**config.mk**
```make
export PLATFORM = sky130hd
export DESIGN_NAME = pe_acc_drain
export DESIGN_NICKNAME = d
export VERILOG_FILES = /design/src/rtl/pe_acc_drain.sv
export SDC_FILE = /design/constraint.sdc
export NUM_CORES = 1
export LEC_CHECK = 0
export BUFFER_PORTS_ARGS = -buffer_cell sky130_fd_sc_hd__buf_2
export CORE_MARGIN = 2
export CORE_UTILIZATION = 45
export DETAILED_ROUTE_END_ITERATION = 12
export GPL_ROUTABILITY_DRIVEN = 0
export PLACE_DENSITY_LB_ADDON = 0.08
export SLEW_MARGIN = 0
export SYNTH_ARGS = -nofsm -noshare
export SYNTH_HDL_FRONTEND = slang
export SYNTH_SLANG_ARGS = --single-unit
```
**constraint.sdc**
```tcl
create_clock -name clk -period 4.1 [get_ports clk]
set_clock_uncertainty 0.05 [all_clocks]
set_input_delay 0.205 -clock clk [delete_from_list [all_inputs] [get_ports clk]]
set_output_delay 0.205 -clock clk [all_outputs]
set_load 0.05 [all_outputs]
```
**src/rtl/pe_acc_drain.sv**
```systemverilog
// Systolic MAC processing element: forwards operands and framing one hop per cycle,
// accumulates framed dot products and drains finished results through a column shift chain.
module pe_acc_drain #(
    parameter int DATA_W   = 8,
    parameter int ACC_W    = 32,
    parameter bit SATURATE = 1'b1
) (
    input  logic              clk,
    input  logic              rst,
    input  logic              signed_mode,
    input  logic [DATA_W-1:0] a_in,
    input  logic [DATA_W-1:0] b_in,
    input  logic              valid_in,
    input  logic              first_in,
    input  logic              last_in,
    output logic [DATA_W-1:0] a_out,
    output logic [DATA_W-1:0] b_out,
    output logic              valid_out,
    output logic              first_out,
    output logic              last_out,
    input  logic              load_en,
    input  logic              shift_en,
    input  logic [ACC_W-1:0]  res_in,
    input  logic              res_valid_in,
    output logic [ACC_W-1:0]  res_out,
    output logic              res_valid_out,
    output logic              ovf_out,
    output logic              overrun_out
);
    localparam int PW = 2 * DATA_W;

    typedef enum logic {EMPTY = 1'b0, FULL = 1'b1} pend_state_t;

    logic [ACC_W-1:0] acc, pend, base, result;
    logic [PW-1:0]    a_x, b_x, prod;
    logic [ACC_W:0]   prod_ext, base_ext, sum;
    logic             ovf_term, capture;
    pend_state_t      state;

    // Operands are extended to the full product width first, so one multiplier
    // serves both modes: the low PW bits are the correct signed or unsigned product.
    always_comb begin
        a_x = signed_mode ? {{DATA_W{a_in[DATA_W-1]}}, a_in} : {{DATA_W{1'b0}}, a_in};
        b_x = signed_mode ? {{DATA_W{b_in[DATA_W-1]}}, b_in} : {{DATA_W{1'b0}}, b_in};
        prod = a_x * b_x;
        prod_ext = signed_mode ? {{(ACC_W+1-PW){prod[PW-1]}}, prod}
                               : {{(ACC_W+1-PW){1'b0}}, prod};
        base = first_in ? '0 : acc;
        base_ext = signed_mode ? {base[ACC_W-1], base} : {1'b0, base};
        sum = base_ext + prod_ext;
        ovf_term = signed_mode ? (sum[ACC_W] ^ sum[ACC_W-1]) : sum[ACC_W];
        result = sum[ACC_W-1:0];
        if (SATURATE && ovf_term) begin
            if (!signed_mode)
                result = '1;
            else if (sum[ACC_W])
                result = {1'b1, {(ACC_W-1){1'b0}}};
            else
                result = {1'b0, {(ACC_W-1){1'b1}}};
        end
    end

    assign capture = valid_in & last_in;

    always_ff @(posedge clk or posedge rst) begin
        if (rst) begin
            a_out     <= '0;
            b_out     <= '0;
            valid_out <= 1'b0;
            first_out <= 1'b0;
            last_out  <= 1'b0;
            acc       <= '0;
            ovf_out   <= 1'b0;
        end else begin
            valid_out <= valid_in;
            first_out <= valid_in & first_in;
            last_out  <= valid_in & last_in;
            if (valid_in) begin
                a_out   <= a_in;
                b_out   <= b_in;
                acc     <= result;
                ovf_out <= (first_in ? 1'b0 : ovf_out) | ovf_term;
            end
        end
    end

    // Pending buffer and result chain; load_en beats shift_en for the chain register.
    always_ff @(posedge clk or posedge rst) begin
        if (rst) begin
            state         <= EMPTY;
            pend          <= '0;
            res_out       <= '0;
            res_valid_out <= 1'b0;
            overrun_out   <= 1'b0;
        end else begin
            if (capture)
                pend <= result;
            if (load_en) begin
                if (state == FULL) begin
                    res_out       <= pend;
                    res_valid_out <= 1'b1;
                end else begin
                    res_valid_out <= 1'b0;
                end
                state <= capture ? FULL : EMPTY;
            end else begin
                if (capture) begin
                    if (state == FULL)
                        overrun_out <= 1'b1;
                    state <= FULL;
                end
                if (shift_en) begin
                    res_out       <= res_in;
                    res_valid_out <= res_valid_in;
                end
            end
        end
    end

endmodule

```
; ---- Word-level counts from Yosys, hierarchy flattened
; Index checks and enable logic that the tools add are counted.
[classes]
add_sub_neg = 1
mul = 1
div_mod_pow = 0
magnitude_cmp = 0
eq_ne = 1
n_shift = 0
muxes = 19
bitwise_logic = 5
reduce_logical = 4
[ops]
columns = op, n
row1 = $mux 32, 7
row2 = $mux 33, 2
row3 = $add 33x33->33, 1
row4 = $mux 16, 2
row5 = $mul 16x16->16, 1
row6 = $mux 1, 8
row7 = $reduce_bool 2->1, 2
row8 = $reduce_and 3->1, 1
row9 = $and 1x1->1, 2
row10 = $ne 2x1->1 const B, 1
row11 = $reduce_and 2->1, 1
row12 = $not 1->1, 1
row13 = $or 1x1->1, 1
row14 = $xor 1x1->1, 1
[word_totals]
ff_bits = 119
latch_bits = 0
mem_bits_rw = 0
rom_bits = 0
in_bits = 57
output_inout_bits = 54
elab_cells = 43
n_memories = 0

; ---- Longest topological paths before layout
; Gate-level depths: netlist of run 1.
[logic_depth]
ltp_word = 7
mapped_depth = 40
depth_no_buf = 36

; ---- Worst setup path before layout of run 1
; Ideal clock, no wire load.
[synth_timing]
path_kind = input to register
from = input signed_mode
to = register acc[16]
setup_ns = 0.125
t_arrival_ns = 8.366
required_ns = 3.925
setup_slack_ns = -4.441
path_stages = 36
path_buffers = 4
path_cell_list = buf_2 -> clkbuf_1 -> and3_1 -> ha_1 -> inv_1 -> fa_1 -> inv_1 -> fa_1 -> inv_1 -> fa_1 -> inv_1 -> fa_1 -> inv_1 -> fa_1 -> inv_1 -> ha_1 -> o21ai_0 -> nand2b_1 -> a21oi_1 -> o31ai_2 -> xor2_4 -> nand2_2 -> inv_1 -> buf_1 -> ha_1 -> o211ai_1 -> mux2i_1 -> o221ai_2 -> a211oi_2 -> o21bai_2 -> a31oi_2 -> and3b_1 -> a221o_1 -> buf_2 -> o21bai_1 -> mux2_2
[synth_between]
elab_chain_len = 7
word_cells_on_any_way = 11
cone_classes = add/sub (1) / mul (1) / mux (8) / bitwise (1)
[synth_rtl]
columns = element, line
row1 = "start, declared", 10  ; input logic signed_mode,
row2 = $mux 16 (on tied branches), "43, 44"
row3 = $mul 16x16->16, 45  ; prod = a_x * b_x;
row4 = $mux 33, 46  ; prod_ext = signed_mode ? {{(ACC_W+1-PW){prod[PW-1]}}, prod}
row5 = $add 33x33->33, 50  ; sum = base_ext + prod_ext;
row6 = $mux 32 or $xor 1x1->1 (tied branches), "56, 51"
row7 = $mux 32 or $mux 1 (tied branches), "54, 51"
row8 = $mux 32 *, 53  ; if (SATURATE && ovf_term) begin
row9 = "end signal, assigned", 81  ; acc <= result;
row10 = "end, declared", 34  ; logic [ACC_W-1:0] acc, pend, base, result;
; Every way passes the cells marked *; elsewhere a longest branch is shown, timed or not.
; A chain may end at the register's enable or synchronous reset.

; ---- Worst setup path after layout of run 1
[layout_timing]
from = input b_in[5]
to = register acc[16]
[layout_between]
elab_chain_len = 7
word_cells_on_any_way = 9
cone_classes = add/sub (1) / mul (1) / mux (6) / bitwise (1)
[layout_rtl]
columns = element, line
row1 = "start, declared", 12  ; input logic [DATA_W-1:0] b_in,
row2 = $mux 16 *, 44  ; b_x = signed_mode ? {{DATA_W{b_in[DATA_W-1]}}, b_in} : {{DATA_W{1'b0}}, b_in};
row3 = $mul 16x16->16 *, 45
row4 = $mux 33 *, 46
row5 = $add 33x33->33 *, 50
row6 = $mux 32 or $xor 1x1->1 (tied branches), "56, 51"
row7 = $mux 32 or $mux 1 (tied branches), "54, 51"
row8 = $mux 32 *, 53
; Marks and branches as above.

==> reports/results.md, run 1 <==
* **Bufs on Longest Clock Path** 2
* **endpoint type of the worst setup path** flop
* **Synth Register Bits** 119
* **setup repair after global routing missed its margin** yes
* **vias per cell** 5.10
* **register area share after synthesis** 28.9%
* **Syn Std Cell Area** 0.0103 mm2
* **number of instances in the synthesized netlist** 1130
* **die area** 0.0241 mm2
* **Register-to-Register Setup Slack** -0.44 ns
* **instance area at placement** 0.0125 mm2
* **number of port buffers** 110
* **CTS buffer count** 17
* **count of pins on the block boundary** 111
* **net count of the finished layout** 1598
* **area share of the largest cell type after synthesis** 28.9%
* **hold path start** res_in[4]
* **type of element launching the critical path** input port
* **path type of the worst setup path** in -> reg
* **crit share post-route** 181%
* **first-pass GRT wire length** 44.1 mm
* **Reg-to-Reg End** acc[16]$_DFFE_PP0P_
* **final critical-path setup slack** -3.34 ns
* **most frequent CP cell** fa_1
* **Antenna Violating Nets Remaining** 0
* **number of endpoints failing setup at the final stage** 65
* **largest fanout on the critical path** 7
* **via count of the first global-routing pass** 8996
* **maximum number of pins on one net before global-route repair** 67
* **syn_area_per_cell** 9.12 um2
* **cell area after layout** 0.0140 mm2
* **root buffer cell** clkbuf_16
* **failing checks** setup timing
* **total nets after synthesis** 1334
* **Routed wire per std cell** 15.8 um
* **Worst-Margin Slew** 0.828 ns
* **Warnings, synthesis** 0
* **number of antenna violations at the first check in global routing** 0
* **Final TNS setup** -209.22 ns
* **number of clock sinks** 119
* **Worst slew margin** 44.7%
* **CORE AREA** 0.0226 mm2
* **DRT Pass-1 Iters** 4
* **later-pin clock latency in the skew report** 0.42 ns
* **maximum single-stage delay on the critical path** 0.52 ns
* **initial core utilization** 45.7%
* **count of distinct cell types in the synthesized netlist** 66
* **routed vias** 8633
* **data required time of the worst path** 4.36 ns
* **width of the die** 155 um
* **shortest clock period the worst path allows after layout** 7.44 ns
* **Critical path origin** b_in[5]
* **r2r worst-path depth** 19
* **fraction of registers with async set/reset** 100%
* **Area Growth Syn to Fin** 36.2%
* **main flop type after synthesis** dfrtp_1
* **clock tree from TritonCTS** done
* **Die Height** 155 um
* **fraction of final layout cells with drive strength greater than 1** 35.6%
* **violation count after the first detailed-route iteration** 331
* **highest-delay cell along the critical path** fa_1
* **Area contributors post-synth** dfrtp_1 29%, fa_1 13%, ha_1 9.5%
* **# H-tree levels** 4
* **max-capacitance violation count** 0
* **Worst Hold Endpoint** res_out[4]$_DFFE_PP0P_
* **antenna cells** 0
* **final-report hold violation count** 0
* **maximum operating frequency** 134 MHz
* **arrival time of data at the critical path endpoint** 7.70 ns
* **DRC Markers** 0
* **result of the run** complete, but fails checks
* **core occupancy in the finished layout** 62.2%
* **Post-synth EDFFs** 0
* **launching point of the worst reg2reg path** acc[1]$_DFFE_PP0P_
* **count of fill cells added during filler insertion** 1943
* **global routing usage summed across all routing layers** 22.7%
* **row count** 55
* **total congestion overflow** 0
* **hold path depth** 3
* **Pins Over Slew Limit** 0
* **dominant cell type by area after synthesis** dfrtp_1
* **HP Class** in -> reg
* **CTS clock-pin slew for the worst setup and hold paths** 0.07 ns
* **routed wire length** 26.7 mm
* **final HPWL from detailed placement** 19.6 mm
## sequential cells by signal, summed over array words and instances (netlist names)
signal and count:
ovf_out 1, pend 32, res_out 32, overrun_out 1, a_out 8, res_valid_out 1
first_out 1, state 1, last_out 1, valid_out 1, b_out 8, acc 32
## Yosys cell counts, types with 2 or more instances
master	n
a21o_1	17
a21oi_1	90
a21oi_2	2
a221o_1	2
a2bb2oi_1	2
a31oi_1	10
a31oi_2	2
and2_1	60
and3_1	7
buf_1	7
buf_2	5
clkbuf_1	43
dfrtp_1	119
fa_1	69
ha_1	78
inv_1	130
maj3_2	2
mux2_2	26
mux2i_1	36
nand2_1	100
nand2b_1	5
nand3_1	3
nand4_1	3
nor2_1	63
nor2b_1	33
nor3_1	9
nor4_1	5
o211ai_1	2
o21a_1	5
o21ai_0	72
o21ai_1	6
o21bai_1	12
o22ai_1	4
o2bb2ai_1	2
o31ai_1	2
xnor2_1	54
xor2_1	14
## per-layer routing
metal	GRT usage, %	up-vias	share of wire (%)
li1	-	4261	-
met1	29.8	4239	45
met2	40.0	110	51
met3	2.73	23	2.4
met4	5.77	0	1.5
met5	0	-	0
## placed cells by master (no fill, tap or decap), drive strengths merged, types with 3 or more instances in the layout
cell	instances
buf	296
inv	134
dfrtp	119
nand2	101
a21oi	92
ha	78
o21ai	78
fa	69
nor2	63
and2	61
xnor2	54
mux2i	36
nor2b	33
mux2	26
clkbuf	23
a21o	17
xor2	15
o21bai	13
a31oi	12
nor3	10
and3	8
o21a	5
bufinv	5
nor4	5
nand2b	5
o22ai	4
nand3	3
nand4	3
clkinv	3
maj3	3
o31ai	3
## kinds of logic (layout without fill, tap and decap cells)
family | after synthesis | count (layout) | share of synthesized area [%]
compound gates | 244 | 244 | 14.0
xor+xnor | 70 | 70 | 6.28
fa+ha+maj | 150 | 150 | 23.2
buf+inv | 188 | 465 | 7.02
flops | 119 | 119 | 28.9
mux | 63 | 63 | 6.56
simple gates | 296 | 296 | 14.0
## cell type report
type | count | area [um2] | area share, %
Inverter | 131 | 509 | 3.63
Clock inverter | 13 | 218 | 1.55
Sequential cell | 119 | 2980 | 21.2
Multi-Input combinational cell | 823 | 7330 | 52.3
Timing Repair Buffer | 302 | 2200 | 15.6
Clock buffer | 19 | 443 | 3.16
Tap cell | 285 | 357 | 2.54
## critical path: cells and delay by family
family | cells | cell delay [ns]
buffers and inverters | 5 | 0.57
muxes | 2 | 0.39
adders and majority gates | 8 | 3.19
xor gates and xnor gates | 1 | 0.12
and+or+nand+nor | 5 | 0.59
AOI/OAI and AO/OA | 15 | 2.65
## metrics by stage
step | setup WS (ns) | instances | hold WS (ns)
floorplan | -3.42 | 1130 | 0.186
global placement | -3.63 | 1631 | 0.329
detailed placement | -3.75 | 1631 | 0.332
CTS | -3.22 | 1677 | 0.0112
global route | -3.69 | 1692 | 0.0196
finish | -3.34 | 1692 | 0.0185
## worst max-delay path by stage
stage,endpoint
final,acc[16]$_DFFE_PP0P_
after global routing,acc[14]$_DFFE_PP0P_
after CTS,acc[16]$_DFFE_PP0P_
after detailed placement,pend[16]$_DFFE_PP0P_
after global placement,pend[16]$_DFFE_PP0P_
after floorplan,acc[16]$_DFFE_PP0P_
## what timing repair did
item,4_1_cts,5_1_grt
hold buffers,2,0
pin swaps,7,71
buffers inserted,13,14
gates cloned,1,2
gates resized for setup,57,121
endpoints found under the hold margin,54,0
endpoints found under the setup margin,65,65
Power of run 1 is left out: the tool's default activity adds up to more than one toggle a clock period on the data nets, which glitch-free logic cannot reach.
==> run 2: changes to the inputs <==
ABC_AREA = 1   (was default)
GPL_TIMING_DRIVEN = 0   (was default)
==> run 2 against run 1 <==
Compared with the run above:
- the run still ends with setup timing left
- register-to-register slack improved by 0.72 ns
- global-route usage increased by 1.1 points
- wire length increased by 13%
- critical path type unchanged
- worst setup slack improved by 0.80 ns
- clock-buffer cell count decreased by 2
- final area increased by 3.5%
- cell count increased by 24%
- hold slack about the same
- largest cell class unchanged
- critical path depth increased by 11
==> reports/results.md, run 2 <==
* **result of the run** complete, but fails checks
* **failing checks** setup timing
* **count of pins on the block boundary** 111
* **via count of the first global-routing pass** 10200
* **instance area at placement** 0.0124 mm2
* **width of the die** 162 um
* **die area** 0.0264 mm2
* **most common cell after layout, fill and taps aside** nand2_1
* **count of distinct cell types in the synthesized netlist** 42
* **Critical path origin** signed_mode
* **Die Height** 162 um
* **routed vias** 10100
* **GR Util met3** 3.11%
* **# H-tree levels** 4
* **hold path start** res_in[7]
* **hold path depth** 3
* **cell area after layout** 0.0145 mm2
* **fraction of registers with async set/reset** 100%
* **type of element launching the critical path** input port
* **crit share post-route** 162%
* **path type of the worst setup path** in -> reg
* **Warnings, synthesis** 0
* **Syn Std Cell Area** 0.0113 mm2
* **DRT Pass-1 Iters** 5
* **Final TNS setup** -161.37 ns
* **first-pass GRT wire length** 50.4 mm
* **Pins Over Slew Limit** 0
* **total congestion overflow** 0
* **final-report hold violation count** 0
* **Post-synth EDFFs** 0
* **maximum single-stage delay on the critical path** 0.51 ns
* **Antenna Violating Nets Remaining** 0
* **Routed wire per std cell** 14.4 um
* **number of clock sinks** 119
* **core occupancy in the finished layout** 59.4%
* **most numerous cell in the Yosys netlist** nand2_1
* **area share of the largest cell type after synthesis** 26.4%
* **global-route track usage on met2** 40.6%
* **number of instances in the synthesized netlist** 1561
* **count of fill cells added during filler insertion** 2277
* **Worst-Margin Slew** 0.743 ns
* **Worst slew margin** 50.5%
* **initial core utilization** 46.2%
* **DRC Markers** 0
* **vias per cell** 4.82
* **global routing usage summed across all routing layers** 23.8%
* **total nets after synthesis** 1765
* **register area share after synthesis** 26.4%
* **net count of the finished layout** 1960
* **commonest non-fill, non-tap cells in the layout** 462 x nand2_1, 285 x inv_1, 119 x dfrtp_1, 105 x buf_2, 84 x nor2_1
* **max-capacitance violation count** 0
* **maximum operating frequency** 151 MHz
* **r2r worst-path depth** 27
* **largest fanout on the critical path** 7
* **syn_area_per_cell** 7.24 um2
* **dominant cell type by area after synthesis** dfrtp_1
* **Bufs on Longest Clock Path** 2
* **met1 GRT Util** 32.4%
* **most used routing layer** met2
* **number of port buffers** 99
* **highest-delay cell along the critical path** fa_1
* **clock tree from TritonCTS** done
* **number of endpoints failing setup at the final stage** 65
* **shortest clock period the worst path allows after layout** 6.64 ns
* **root buffer cell** clkbuf_16
* **number of antenna violations at the first check in global routing** 0
* **final critical-path setup slack** -2.54 ns
* **fraction of final layout cells with drive strength greater than 1** 24.5%
* **Area contributors post-synth** dfrtp_1 26%, nand2_1 17%, fa_1 12%
* **row count** 57
* **Area Growth Syn to Fin** 28.6%
* **antenna cells** 0
* **ranking of synthesized cells by instance count** 515 x nand2_1, 296 x inv_1, 119 x dfrtp_1
* **CTS buffer count** 17
* **Post-Place Worst Slack** -3.54 ns
* **violation count after the first detailed-route iteration** 510
* **later-pin clock latency in the skew report** 0.43 ns
* **HP Class** in -> reg
* **CORE AREA** 0.0245 mm2
* **main flop type after synthesis** dfrtp_1
* **arrival time of data at the critical path endpoint** 6.95 ns
* **data required time of the worst path** 4.42 ns
* **CTS clock-pin slew for the worst setup and hold paths** 0.06 ns
* **launching point of the worst reg2reg path** acc[2]$_DFFE_PP0P_
* **setup repair after global routing missed its margin** yes
* **Synth Register Bits** 119
* **endpoint type of the worst setup path** flop
* **leading registers by flop count** acc: 32 flops, pend: 32 flops, res_out: 32 flops
* **routed wire length** 30.1 mm
* **final HPWL from detailed placement** 21.8 mm
* **maximum number of pins on one net before global-route repair** 89
-- run 2: cell types whose count changed in the layout (fill, tap and decap cells not counted), sizes merged, moves of 30 or more --
cell and delta:
a21oi -54, and2 -61, buf -128, dlygate4sd3 +30, inv +175, mux2i -36
nand2 +489, nand3 +49, nor2 +43, nor2b -33, o21ai -49, xnor2 -39
-- run 2: critical path: cells and delay by family --
family / cells / cell delay [ns]
simple gates: 21 / 1.89
compound gates: 2 / 0.21
buf+inv: 16 / 1.38
fa+ha+maj: 8 / 3.20
-- run 2: kinds of logic after synthesis --
family	share of synthesized area (%)
AO/OA/AOI/OAI	6.33
buffers and inverters	13.0
XOR/XNOR	3.02
AND/OR/NAND/NOR	30.4
adder cells (fa/ha/maj)	20.9
flip-flops	26.4
-- run 2: what timing repair did --
action                                 in CTS  in global routing
hold buffers                               32                  0
pin swaps                                  51                 63
setup buffers                              31                  6
setup endpoints to repair                  65                 65
endpoints found under the hold margin      61                  0
gates cloned                                5                  2
resized for setup                         104                 94
-- run 2: final timing paths --
path | endpoint | slack, ns
min reg2reg | b_out[3]$_DFFE_PP0P_ | 0.42
max reg2reg | acc[25]$_DFFE_PP0P_ | 0.28
max | acc[25]$_DFFE_PP0P_ | -2.54
min in group asynchronous | res_out[3]$_DFFE_PP0P_ | 0.25
max in group asynchronous | pend[28]$_DFFE_PP0P_ | 3.00
min | res_out[7]$_DFFE_PP0P_ | 0.02
-- run 2: final cells by class --
cell class / count / area, um2 / share of cell area (%)
multi-input combinational: 1080 / 7600 / 52.4
timing repair buffer: 175 / 1310 / 9.01
buffer: 61 / 477 / 3.28
tap: 324 / 405 / 2.79
inverter: 301 / 1160 / 8.01
clock inverter: 15 / 154 / 1.06
timing repair inverter: 1 / 8.76 / 0.0603
sequential: 119 / 2980 / 20.5
clock buffer: 17 / 425 / 2.93
-- run 2: layer usage --
| layer | part of all wire [%] | wire, um |
|---|---|---|
| met4 | 1.4 | 410 |
| met5 | 0 | 0 |
| met2 | 47 | 14300 |
| met1 | 47 | 14300 |
| met3 | 3.7 | 1130 |
-- run 2: metrics by stage --
stage | hold slack, ns | cells
after floorplan | 0.186 | 1561
after global placement | 0.286 | 1984
after detailed placement | 0.151 | 1985
after CTS | 0.000359 | 2085
after global routing | 0.0225 | 2093
final | 0.0184 | 2093
Power of run 2 is left out for the same reason.
==> run 3: changes to the inputs <==
PLACE_DENSITY_LB_ADDON = 0.3   (was 0.08)
==> run 3 against run 2 <==
Compared with the run above:
- the flow still finishes with violations (setup timing)
- non-clock buffer count fell by 2
- sequential share of layout area grew 0.16 points
- critical path depth shrank 1
- largest cell class unchanged
- clock-buffer cell count is 1 higher
- cell count hardly changed
- critical endpoint is now acc[27]$_DFFE_PP0P_
- wire length grew 1.3%
- global-route usage fell by 0.55 points
==> reports/results.md, run 3 (same netlist as run 2, synthesis figures left out) <==
* **DRC Markers** 0
* **Worst slew margin** 49.2%
* **data required time of the worst path** 4.36 ns
* **most frequent CP cell** inv_2
* **number of endpoints failing setup at the final stage** 65
* **final HPWL from detailed placement** 21.2 mm
* **maximum operating frequency** 148 MHz
* **number of port buffers** 99
* **via count of the first global-routing pass** 10200
* **failing checks** setup timing
* **final critical-path setup slack** -2.65 ns
* **type of element launching the critical path** input port
* **Area Growth Syn to Fin** 27.6%
* **Antenna Violating Nets Remaining** 0
* **CTS clock-pin slew for the worst setup and hold paths** 0.06 ns
* **maximum single-stage delay on the critical path** 0.51 ns
* **largest fanout on the critical path** 7
* **# H-tree levels** 4
* **antenna cells** 0
* **path type of the worst setup path** in -> reg
* **routed vias** 10300
* **CORE AREA** 0.0245 mm2
* **number of clock sinks** 119
* **crit share post-route** 165%
* **initial core utilization** 46.2%
* **clock tree from TritonCTS** done
* **row count** 57
* **arrival time of data at the critical path endpoint** 7.01 ns
* **setup repair after global routing missed its margin** yes
* **CTS buffer count** 17
* **root buffer cell** clkbuf_16
* **leading registers by flop count** acc: 32 flops, pend: 32 flops, res_out: 32 flops
* **net count of the finished layout** 1958
* **highest-delay cell along the critical path** fa_1
* **core occupancy in the finished layout** 58.9%
* **die area** 0.0264 mm2
* **violation count after the first detailed-route iteration** 767
* **DRT Pass-1 Iters** 8
* **result of the run** complete, but fails checks
* **global routing usage summed across all routing layers** 23.3%
* **total congestion overflow** 0
* **commonest non-fill, non-tap cells in the layout** 452 x nand2_1, 274 x inv_1, 119 x dfrtp_1, 105 x buf_2, 91 x nand2_2
* **most common cell after layout, fill and taps aside** nand2_1
* **Die Height** 162 um
* **maximum number of pins on one net before global-route repair** 69
* **routed wire length** 30.5 mm
* **Pins Over Slew Limit** 0
* **shortest clock period the worst path allows after layout** 6.75 ns
* **Bufs on Longest Clock Path** 2
* **max-capacitance violation count** 0
* **count of pins on the block boundary** 111
* **HP Class** in -> reg
* **Routed wire per std cell** 14.6 um
* **vias per cell** 4.94
* **final-report hold violation count** 0
* **first-pass GRT wire length** 49.4 mm
* **later-pin clock latency in the skew report** 0.43 ns
* **width of the die** 162 um
* **count of fill cells added during filler insertion** 2143
* **Worst-Margin Slew** 0.761 ns
* **endpoint type of the worst setup path** flop
* **fraction of final layout cells with drive strength greater than 1** 25.5%
* **smallest hold slack** 0.0150 ns
* **number of antenna violations at the first check in global routing** 0
[run 3: cell count changes in the layout (fill, tap and decap cells not counted), sizes merged]
cell         delta
clkbuf          +2
inv             -5
dlygate4sd3     -4
bufinv          +2
bufbuf          -1
clkinvlp        +1
buf             +2
clkinv          +1
[run 3: path summary, 6_finish.rpt]
| check | startpoint | to | slack (ns) | cells after the start |
|---|---|---|---|---|
| worst max-delay path | signed_mode | acc[27]$_DFFE_PP0P_ | -2.65 | 46 |
| min in group asynchronous | rst | first_out$_DFF_PP0_ | 0.34 | 3 |
| worst max register to register | acc[2]$_DFFE_PP0P_ | acc[27]$_DFFE_PP0P_ | 0.40 | 27 |
| worst min register to register | pend[5]$_DFFE_PP0P_ | pend[5]$_DFFE_PP0P_ | 0.42 | 2 |
| worst min-delay path | res_in[5] | res_out[5]$_DFFE_PP0P_ | 0.02 | 3 |
| max in group asynchronous | rst | pend[8]$_DFFE_PP0P_ | 2.95 | 4 |
[run 3: final cells by class]
type / count / area (um2) / share of cell area, %
multi-input cells: 1080 / 7550 / 52.4
flip-flops and latches: 119 / 2980 / 20.7
repair buffers: 173 / 1240 / 8.60
inverters: 301 / 1160 / 8.08
plain buffers: 61 / 459 / 3.19
clock buffers: 18 / 429 / 2.98
well taps: 324 / 405 / 2.81
clock inverters: 14 / 166 / 1.15
repair inverters: 1 / 16.3 / 0.113
[run 3: metal layers]
layer | share of wire (%) | wire [um] | track usage, % | vias up
li1 | - | - | - | 5113
met1 | 45 | 13600 | 31.1 | 4826
met2 | 48 | 14500 | 39.6 | 330
met3 | 5.1 | 1550 | 2.93 | 65
met4 | 2.7 | 812 | 7.44 | 0
met5 | 0 | 0 | 0 | -
[run 3: per-stage QoR]
step                      worst slack (ns)  instances  area, um2  setup TNS, ns
after floorplan                      -2.63       1561      11500        -169.65
after global routing                 -2.91       2091      14400        -186.72
after global placement               -3.46       1984      12400        -332.95
final                                -2.65       2091      14400        -170.12
after CTS                            -2.46       2072      13800        -156.93
after detailed placement             -3.51       1985      12400        -223.66
[run 3: critical path: cells and delay by family]
family                   cells  cell delay [ns]
AO/OA/AOI/OAI                2             0.21
adder cells (fa/ha/maj)      8             3.30
buffers and inverters       15             1.30
AND/OR/NAND/NOR             21             1.96
[run 3: what timing repair did]
action / CTS / global route
pin swaps: 41 / 53
setup endpoints to repair: 65 / 65
hold buffers: 28 / 0
gates cloned: 3 / 2
setup buffers: 24 / 17
gates resized for setup: 80 / 122
hold endpoints to repair: 77 / 0
Power of run 3 is left out for the same reason.
